===== src/rtl/shift_arb_ctrl.sv =====
// Two-requester round-robin arbiter that serializes the granted word MSB first
// onto a shift-cell chain, with an optional idle gap after each frame.
module shift_arb_ctrl #(
  parameter int WIDTH = 8,
  parameter int GAP   = 1
) (
  input  logic             clk,
  input  logic             rst_n,
  input  logic [1:0]       req,
  input  logic [WIDTH-1:0] data0,
  input  logic [WIDTH-1:0] data1,
  output logic [1:0]       gnt,
  output logic             sel,
  output logic             ser_out,
  output logic             owner,
  output logic             busy,
  output logic             done
);

  localparam int CW = $clog2(WIDTH + 1);
  localparam logic [CW-1:0] BIT_LAST = CW'(WIDTH - 1);
  localparam logic [3:0]    GAP_LAST = 4'((GAP > 0) ? (GAP - 1) : 0);

  typedef enum logic [1:0] {
    ST_IDLE  = 2'd0,
    ST_SHIFT = 2'd1,
    ST_GAP   = 2'd2
  } state_t;

  state_t            state_r, state_s;
  logic [WIDTH-1:0]  sreg_r, sreg_s;
  logic [CW-1:0]     bit_cnt_r, bit_cnt_s;
  logic [3:0]        gap_cnt_r, gap_cnt_s;
  logic [1:0]        gnt_r, gnt_s;
  logic              sel_r, sel_s;
  logic              ser_r, ser_s;
  logic              owner_r, owner_s;
  logic              last_r, last_s;
  logic              busy_r, busy_s;
  logic              done_r, done_s;
  logic              arb_ok_s;
  logic              pick_s;
  logic [WIDTH-1:0]  word_s;

  // Round-robin pick: on contention the requester that did not own last frame wins
  always_comb begin
    pick_s = 1'b0;
    case (req)
      2'b01:   pick_s = 1'b0;
      2'b10:   pick_s = 1'b1;
      2'b11:   pick_s = ~last_r;
      default: pick_s = 1'b0;
    endcase
    word_s = pick_s ? data1 : data0;
  end

  // Next-state and next-output logic; every output is computed here and registered below
  always_comb begin
    state_s   = state_r;
    sreg_s    = sreg_r;
    bit_cnt_s = bit_cnt_r;
    gap_cnt_s = gap_cnt_r;
    gnt_s     = 2'b00;
    sel_s     = 1'b0;
    ser_s     = 1'b0;
    owner_s   = owner_r;
    last_s    = last_r;
    done_s    = 1'b0;
    arb_ok_s  = 1'b0;

    case (state_r)
      ST_IDLE: begin
        arb_ok_s = 1'b1;
      end
      ST_SHIFT: begin
        if (bit_cnt_r == BIT_LAST) begin
          done_s    = 1'b1;
          bit_cnt_s = '0;
          // Without a gap the end-of-frame edge doubles as the next arbitration edge
          if (GAP == 0) begin
            state_s  = ST_IDLE;
            arb_ok_s = 1'b1;
          end else begin
            state_s   = ST_GAP;
            gap_cnt_s = 4'd0;
          end
        end else begin
          bit_cnt_s = bit_cnt_r + CW'(1);
          sel_s     = 1'b1;
          ser_s     = sreg_r[WIDTH-1];
          sreg_s    = {sreg_r[WIDTH-2:0], 1'b0};
        end
      end
      ST_GAP: begin
        if (gap_cnt_r == GAP_LAST) begin
          state_s   = ST_IDLE;
          gap_cnt_s = 4'd0;
          arb_ok_s  = 1'b1;
        end else begin
          gap_cnt_s = gap_cnt_r + 4'd1;
        end
      end
      default: begin
        state_s = ST_IDLE;
      end
    endcase

    // Grant: MSB goes out straight away, the rest waits in the shift register
    if (arb_ok_s && (req != 2'b00)) begin
      state_s   = ST_SHIFT;
      gnt_s     = pick_s ? 2'b10 : 2'b01;
      owner_s   = pick_s;
      last_s    = pick_s;
      sel_s     = 1'b1;
      ser_s     = word_s[WIDTH-1];
      sreg_s    = {word_s[WIDTH-2:0], 1'b0};
      bit_cnt_s = '0;
    end else begin
      gnt_s = 2'b00;
    end

    busy_s = (state_s != ST_IDLE);
  end

  // State and output registers
  always_ff @(posedge clk or negedge rst_n) begin
    if (!rst_n) begin
      state_r   <= ST_IDLE;
      sreg_r    <= '0;
      bit_cnt_r <= '0;
      gap_cnt_r <= 4'd0;
      gnt_r     <= 2'b00;
      sel_r     <= 1'b0;
      ser_r     <= 1'b0;
      owner_r   <= 1'b0;
      last_r    <= 1'b1;
      busy_r    <= 1'b0;
      done_r    <= 1'b0;
    end else begin
      state_r   <= state_s;
      sreg_r    <= sreg_s;
      bit_cnt_r <= bit_cnt_s;
      gap_cnt_r <= gap_cnt_s;
      gnt_r     <= gnt_s;
      sel_r     <= sel_s;
      ser_r     <= ser_s;
      owner_r   <= owner_s;
      last_r    <= last_s;
      busy_r    <= busy_s;
      done_r    <= done_s;
    end
  end

  assign gnt     = gnt_r;
  assign sel     = sel_r;
  assign ser_out = ser_r;
  assign owner   = owner_r;
  assign busy    = busy_r;
  assign done    = done_r;

endmodule


===== config.mk =====
export PLATFORM = sky130hd
export DESIGN_NAME = shift_arb_ctrl
export DESIGN_NICKNAME = d
export VERILOG_FILES = /design/src/rtl/shift_arb_ctrl.sv
export SDC_FILE = /design/constraint.sdc
export NUM_CORES = 1
export LEC_CHECK = 0
export ABC_CLOCK_PERIOD_IN_PS = 2650
export CAP_MARGIN = 20
export CELL_PAD_IN_SITES_DETAIL_PLACEMENT = 2
export CELL_PAD_IN_SITES_GLOBAL_PLACEMENT = 2
export CORE_MARGIN = 4
export CORE_UTILIZATION = 31
export DETAILED_ROUTE_END_ITERATION = 12
export HOLD_SLACK_MARGIN = 0.08
export PLACE_DENSITY_LB_ADDON = 0.1
export SYNTH_ARGS = -nofsm -noshare
export SYNTH_HDL_FRONTEND = slang
export SYNTH_SLANG_ARGS = --single-unit

===== constraint.sdc =====
create_clock -name clk -period 2.65 [get_ports clk]
set_clock_uncertainty 0.2 [all_clocks]
set_input_delay 0.265 -clock clk [delete_from_list [all_inputs] [get_ports clk]]
set_output_delay 0.265 -clock clk [all_outputs]
set_load 0.02 [all_outputs]

==> results.py <==
metrics = {
    "grt": {
        "grt_start_max_net_pins": 26,
        "gr-usage-all-layers_pct": 11.95,
        "grt_pass1_vias": 950,
        "grt_antenna_before_repair": 0,
        "grt_first_pass_wirelength_mm": 4.485,
        "globalRoute.totalOverflow": 0,
    },
    "layout": {
        "final_net_count": 155,
        "area_delta_synth_final_pct": 30.49,
        "mostFrequentLayoutCell": "sky130_fd_sc_hd__clkdlybuf4s50_1",
        "drive_above_1_share_pct": 11.45,
        "final_cells": 179,
        "final_cell_mix": "sky130_fd_sc_hd__clkdlybuf4s50_1 (26), sky130_fd_sc_hd__dfrtp_1 (24), sky130_fd_sc_hd__nor2_1 (11)",
        "antenna_cells": 0,
    },
    "cts": {
        "ctsRootBufferMaster": "sky130_fd_sc_hd__clkbuf_8",
        "clockBufferDepth": 2,
        "number_of_buffers_created_by_cts": 3,
        "post-cts-setup-buffers": 0,
        "cts.htree.levels": 1,
        "worstSkewPairLatency_ns": 0.27,
        "postCtsHoldBufs": 0,
        "ctsResizeCount": 0,
        "clock_sinks": 25,
        "clkTransAtPathRegs_ns": 0.09,
        "tritoncts": "yes",
    },
    "worst_setup_path": {
        "worst-path-max-fanout": 8,
        "rr_worst_depth": 6,
        "r2r_start": "gap_cnt_r[0]$_DFFE_PN0P_",
        "startpoint_type": "register",
        "worst-setup-path-type": "register to register",
        "crit_required_ns": 2.61,
        "worstSetupStartpoint": "gap_cnt_r[0]$_DFFE_PN0P_",
        "critPathCaptureType": "register",
        "cp.arrival_ns": 2.14,
    },
    "yosys": {
        "netlist_instances": 103,
        "netlist-cell-type-count": 35,
        "post_synth.cell_area_avg_um2": 11.39,
        "synth.net_count": 126,
        "synth-edff-count": 0,
        "ys_seq_elements": 25,
        "ys_dominant_reg_cell": "sky130_fd_sc_hd__dfrtp_1",
        "synth-seq-area-share_pct": 53.41,
        "asyncSetResetFlopFracSynth_pct": 100.0,
        "synthesis.area_um2": 1174,
        "synthesis.yosys.warnings": 0,
    },
    "drt": {
        "drt_wl_total_mm": 2.668,
        "drt_pass1_iterations": 4,
        "vias": 873,
        "post-route-drc-count": 0,
        "route.antenna.remaining_nets": 0,
        "detailed_route_iter0_violations": 10,
        "detail_route.vias_per_cell": 4.877,
        "wl_per_cell_um": 14.91,
    },
    "sta": {
        "hold_viol": 0,
        "final-setup-viol-count": 0,
        "final.period_utilization_pct": 82.18,
        "period_minus_slack_ns": 2.178,
        "tightestPinTransition_ns": 0.4624,
        "drv_slew": 0,
        "timing.max_slew.rel_slack_pct": 69.06,
        "fin_setup_tns_ns": 0,
        "rsz_0062_raised_after_global_routing": "no",
        "achievable-frequency_mhz": 459.2,
    },
    "placed_design": {
        "io_buffers": 26,
        "hpwlAfterDp_mm": 2.091,
        "globalplace.congestion": 0.7007,
        "placed_cells": 175,
    },
    "floorplan": {
        "floorplan.die_area_um2": 4834,
        "die_boundary_width_um": 69.53,
        "core_area_um2": 3661,
        "chipHeight_um": 69.53,
        "io_pins": 27,
        "floorplan.initialDensity_pct": 32.06,
        "floorplan.rows": 22,
    },
    "pwr": {
        "vdd_drop_max_v": 0.0002580,
        "pwr_per_cell_area_nw_per_um2": 865.1,
        "leak_nw": 0.6878,
    },
    "worst_hold_path": {
        "holdCritPathClass": "input pin to asynchronous set/reset pin",
    },
    "outcome": {
        "status": "completed",
    },
    "flow_run": {
        "timing.max_cap.violations": 0,
    },
}
[worst max-delay path: stages, from the launching register on]
cell                       delay (ns)
sky130_fd_sc_hd__dfrtp_1         0.40
sky130_fd_sc_hd__inv_1           0.10
sky130_fd_sc_hd__ha_1            0.15
sky130_fd_sc_hd__or3b_4          0.41
sky130_fd_sc_hd__a211oi_4        0.39
sky130_fd_sc_hd__nor2_4          0.10
sky130_fd_sc_hd__a221o_1         0.31
[per-stage QoR]
step                      power [mW]  area, um2  hold slack, ns  utilization (%)  setup slack (ns)
after floorplan               0.9299       1174         -0.2306                -            0.6242
after global placement         1.095       1485          0.2649            40.57            0.5270
after detailed placement       1.118       1485          0.2687            40.57            0.4610
after CTS                      1.348       1531          0.1631            41.83            0.4417
after global routing           1.422       1531          0.1985            41.83            0.3426
final                          1.325       1531          0.1524            41.83            0.4721
[layout make-up]
| type | count | area [um2] |
|---|---|---|
| Sequential cell | 25 | 626.9 |
| Clock inverter | 1 | 5.005 |
| Fill cell | 400 | 2130 |
| Timing Repair Buffer | 28 | 275.3 |
| Inverter | 4 | 15.01 |
| Tap cell | 48 | 60.06 |
| Multi-Input combinational cell | 70 | 508.0 |
| Clock buffer | 3 | 41.29 |
[kinds of logic after synthesis]
logic type / Yosys count / synth area share [%]
muxes: 8 / 6.823
buffers and inverters: 8 / 3.303
DFF: 25 / 53.41
and+or+nand+nor: 35 / 16.31
adders and majority gates: 3 / 3.199
xor gates and xnor gates: 2 / 1.493
AOI/OAI and AO/OA: 22 / 15.46
[cells in the mapped netlist (3+ instances only)]
master                    number  area [um2]
sky130_fd_sc_hd__nand2_1       6       22.52
sky130_fd_sc_hd__o21ai_0       3       15.01
sky130_fd_sc_hd__nor2_1       11       41.29
sky130_fd_sc_hd__inv_1         4       15.01
sky130_fd_sc_hd__mux2i_1       8       80.08
sky130_fd_sc_hd__a221o_1       6       60.06
sky130_fd_sc_hd__ha_1          3       37.54
sky130_fd_sc_hd__dfrtp_1      24       600.6
sky130_fd_sc_hd__a21o_1        3       22.52
[flip-flops by register name, summed over array words and instances, names as in the netlist]
signal	count
sreg_r	7
done	1
last_r	1
bit_cnt_r	4
ser_out	1
busy	1
gap_cnt_r	4
gnt	2
owner	1
sel	1
state_r	2
[routing by layer]
| metal | share of wire, % | global-route usage, % | vias to the layer above |
|---|---|---|---|
| met5 | 0 | 0 | - |
| met4 | 2.2 | 6.508 | 0 |
| met3 | 4.0 | 2.609 | 5 |
| met2 | 50 | 19.70 | 23 |
| met1 | 44 | 14.44 | 427 |
| li1 | - | - | 418 |
[where the power goes]
group	switching [mW]	total (mW)	leakage [nW]	internal, mW
clock network	0.121	0.227	0.0255	0.105
logic	0.260	0.502	0.346	0.242
registers	0.0838	0.596	0.317	0.512
[path summary, 6_finish.rpt]
kind | slack (ns) | endpoint
worst max-delay path | 0.47 | sreg_r[7]$_DFFE_PN0P_
worst min-delay path | 0.15 | owner$_DFFE_PN0P_
min in group clk | 0.30 | owner$_DFFE_PN0P_
worst min register to register | 0.30 | owner$_DFFE_PN0P_
max in group asynchronous | 1.82 | last_r$_DFFE_PN1P_
worst max register to register | 0.47 | sreg_r[7]$_DFFE_PN0P_
(Power assumes the default switching activity.)
==> patch, RTL diff (same flow settings) <==
Make the reset (`rst_n`) synchronous in one clocked block.
--- a/src/rtl/shift_arb_ctrl.sv
+++ b/src/rtl/shift_arb_ctrl.sv
@@ -123,7 +123,7 @@
   end
 
   // State and output registers
-  always_ff @(posedge clk or negedge rst_n) begin
+  always_ff @(posedge clk) begin
     if (!rst_n) begin
       state_r   <= ST_IDLE;
       sreg_r    <= '0;
Check against the original RTL: differs if rst_n is asserted again (counterexample within 4 cycles, from zero or initial values and one cycle with rst_n low); with rst_n held inactive, the same outputs for 10 cycles.
==> patch against the original RTL <==
- sequential share of layout area is 7.5 points lower
- wire length is 8.7% higher
- setup slack better by 0.14 ns
- final area decreased by 2.1%
- count of clock-buffer cells in the layout rose by 1
- core utilization is 1.7 points higher
- sequential cell count did not move
- synthesized area is 2.5% lower
- global-route usage increased by 1.7 points
- critical endpoint is now owner$_SDFFE_PN0P_
- largest cell class is now multi-input combinational cells
Power is not compared: it rests on default switching activity, and its combinational part moved more than twofold at a synthesized area within 25%.
==> patch: results (changes against the original RTL) <==
status: "finished, final reports clean"
fin_nets: 175  # +13%
critPathSlowestCell: "a211oi_2"
reg2reg_to: "owner$_SDFFE_PN0P_"
synth_area_leaders: "dfxtp_1, mux2_2, a21oi_1, mux2i_1, nand2_1"
grt_start_max_net_pins: 18  # -31%
arrival_ns: 2.04  # -0.10 ns
synthArstFlopShare: 0  # -1.00
worstMarginPinSlew_ns: 0.515  # +0.0530 ns
drive_gt1_frac: 0.132  # +0.0179
synthesis.nets: 146  # +16%
finalWeightedCongestion: 0.711  # +1.4%
routed_wl_um: 2900  # +8.7%
hold_class: "flop to flop"
portBuffers: 26  # unchanged
fillers: 398  # -0.50%
r2r_start: "gap_cnt_r[0]$_SDFFE_PN0P_"
dp_cells: 193  # +10%
netlist_top_cells_count: "dfxtp_1, a21oi_1, nand2_1, nor2_1, mux2_2"
yosysSeqAreaShare: 0.437  # -0.0970
firstDrtPassIters: 4  # unchanged
r2r_setup_slack_ns: 0.62  # +0.14 ns
critPathMaxStageDelay_ns: 0.48  # +0.07 ns
worstRegToRegCells: 6  # unchanged
dp_hpwl_um: 2240  # +7.3%
ys.flop_type: "dfxtp_1"
viasPerCell: 4.93  # +1.1%
grt_pass1_vias: 1061  # +12%
hold_ws_ns: 0.269  # +0.116 ns
avgSynthCellArea_um2: 9.31  # -18%
hp-start: "owner$_SDFFE_PN0P_"
drt_iter0_markers: 33  # +23
wl_per_cell_um: 14.7  # -1.2%
track_usage: 0.137  # +0.0175
grt_pass1_wl_um: 4850  # +8.1%
synth_cell_type_count: 34  # -2.9%
antenna_found_initial: 0  # unchanged
cp_max_fo: 6  # -2
[patch: changes by cell type in the layout (fill, tap and decap cells not counted), moves of 3 or more]
cell	before	now
dfxtp_1	0	25
dfrtp_1	24	0
a21oi_1	2	14
mux2_2	0	9
nand2_1	6	13
a221o_1	6	0
o21ai_0	3	7
mux2i_1	8	5
[patch: worst max-delay path by stage]
stage	start	endpoint	slack, ns	cells after the start
global route	gap_cnt_r[0]$_SDFFE_PN0P_	sreg_r[4]$_SDFFE_PN0P_	0.46	6
CTS	gap_cnt_r[0]$_SDFFE_PN0P_	bit_cnt_r[0]$_SDFFE_PP0P_	0.61	6
global placement	req[1]	sreg_r[4]$_SDFFE_PN0P_	0.61	6
finish	gap_cnt_r[0]$_SDFFE_PN0P_	owner$_SDFFE_PN0P_	0.62	6
floorplan	gap_cnt_r[0]$_SDFFE_PN0P_	last_r$_SDFFE_PN1P_	0.76	7
detailed placement	req[1]	sreg_r[4]$_SDFFE_PN0P_	0.50	6
[patch: metrics by stage]
step / util / cell area [um^2]
after floorplan: - / 1140
after global placement: 0.422 / 1450
after detailed placement: 0.422 / 1450
after CTS: 0.435 / 1500
after global routing: 0.435 / 1500
final: 0.435 / 1500
[patch: cells by family (layout without fill, tap and decap cells)]
logic type / after synthesis / in the layout / synth area share
flops: 25 / 25 / 0.437
buf+inv: 7 / 35 / 0.0306
mux: 14 / 14 / 0.132
fa+ha+maj: 3 / 3 / 0.0328
simple gates: 43 / 43 / 0.197
compound gates: 30 / 30 / 0.163
xor+xnor: 1 / 1 / 0.00765
[patch: layout make-up]
cell class,count,share of cell area
Timing Repair Buffer,28,0.184
Inverter,3,0.00751
Multi-Input combinational cell,91,0.407
Sequential cell,25,0.334
Clock buffer,4,0.0301
Tap cell,46,0.0384
[patch: where the power goes]
part / internal [mW] / switching (mW) / leakage (nW) / total (mW)
registers: 0.398 / 0.0131 / 0.205 / 0.411
logic: 0.0755 / 0.0667 / 0.341 / 0.142
clock network: 0.108 / 0.129 / 0.0228 / 0.237
total: 0.581 / 0.209 / 0.569 / 0.790
[patch: worst max-delay path: cells and delay by family, from the launching register on]
family / cells / cell delay [ns]
compound gates: 2 / 0.63
simple gates: 2 / 0.56
flops: 1 / 0.36
fa+ha+maj: 1 / 0.16
buf+inv: 1 / 0.07
[patch: routing by layer]
metal / track usage / part of all wire
met1: 0.156 / 0.44
met2: 0.255 / 0.53
met3: 0.0211 / 0.025
met4: 0.0511 / 0.0072
met5: 0 / 0
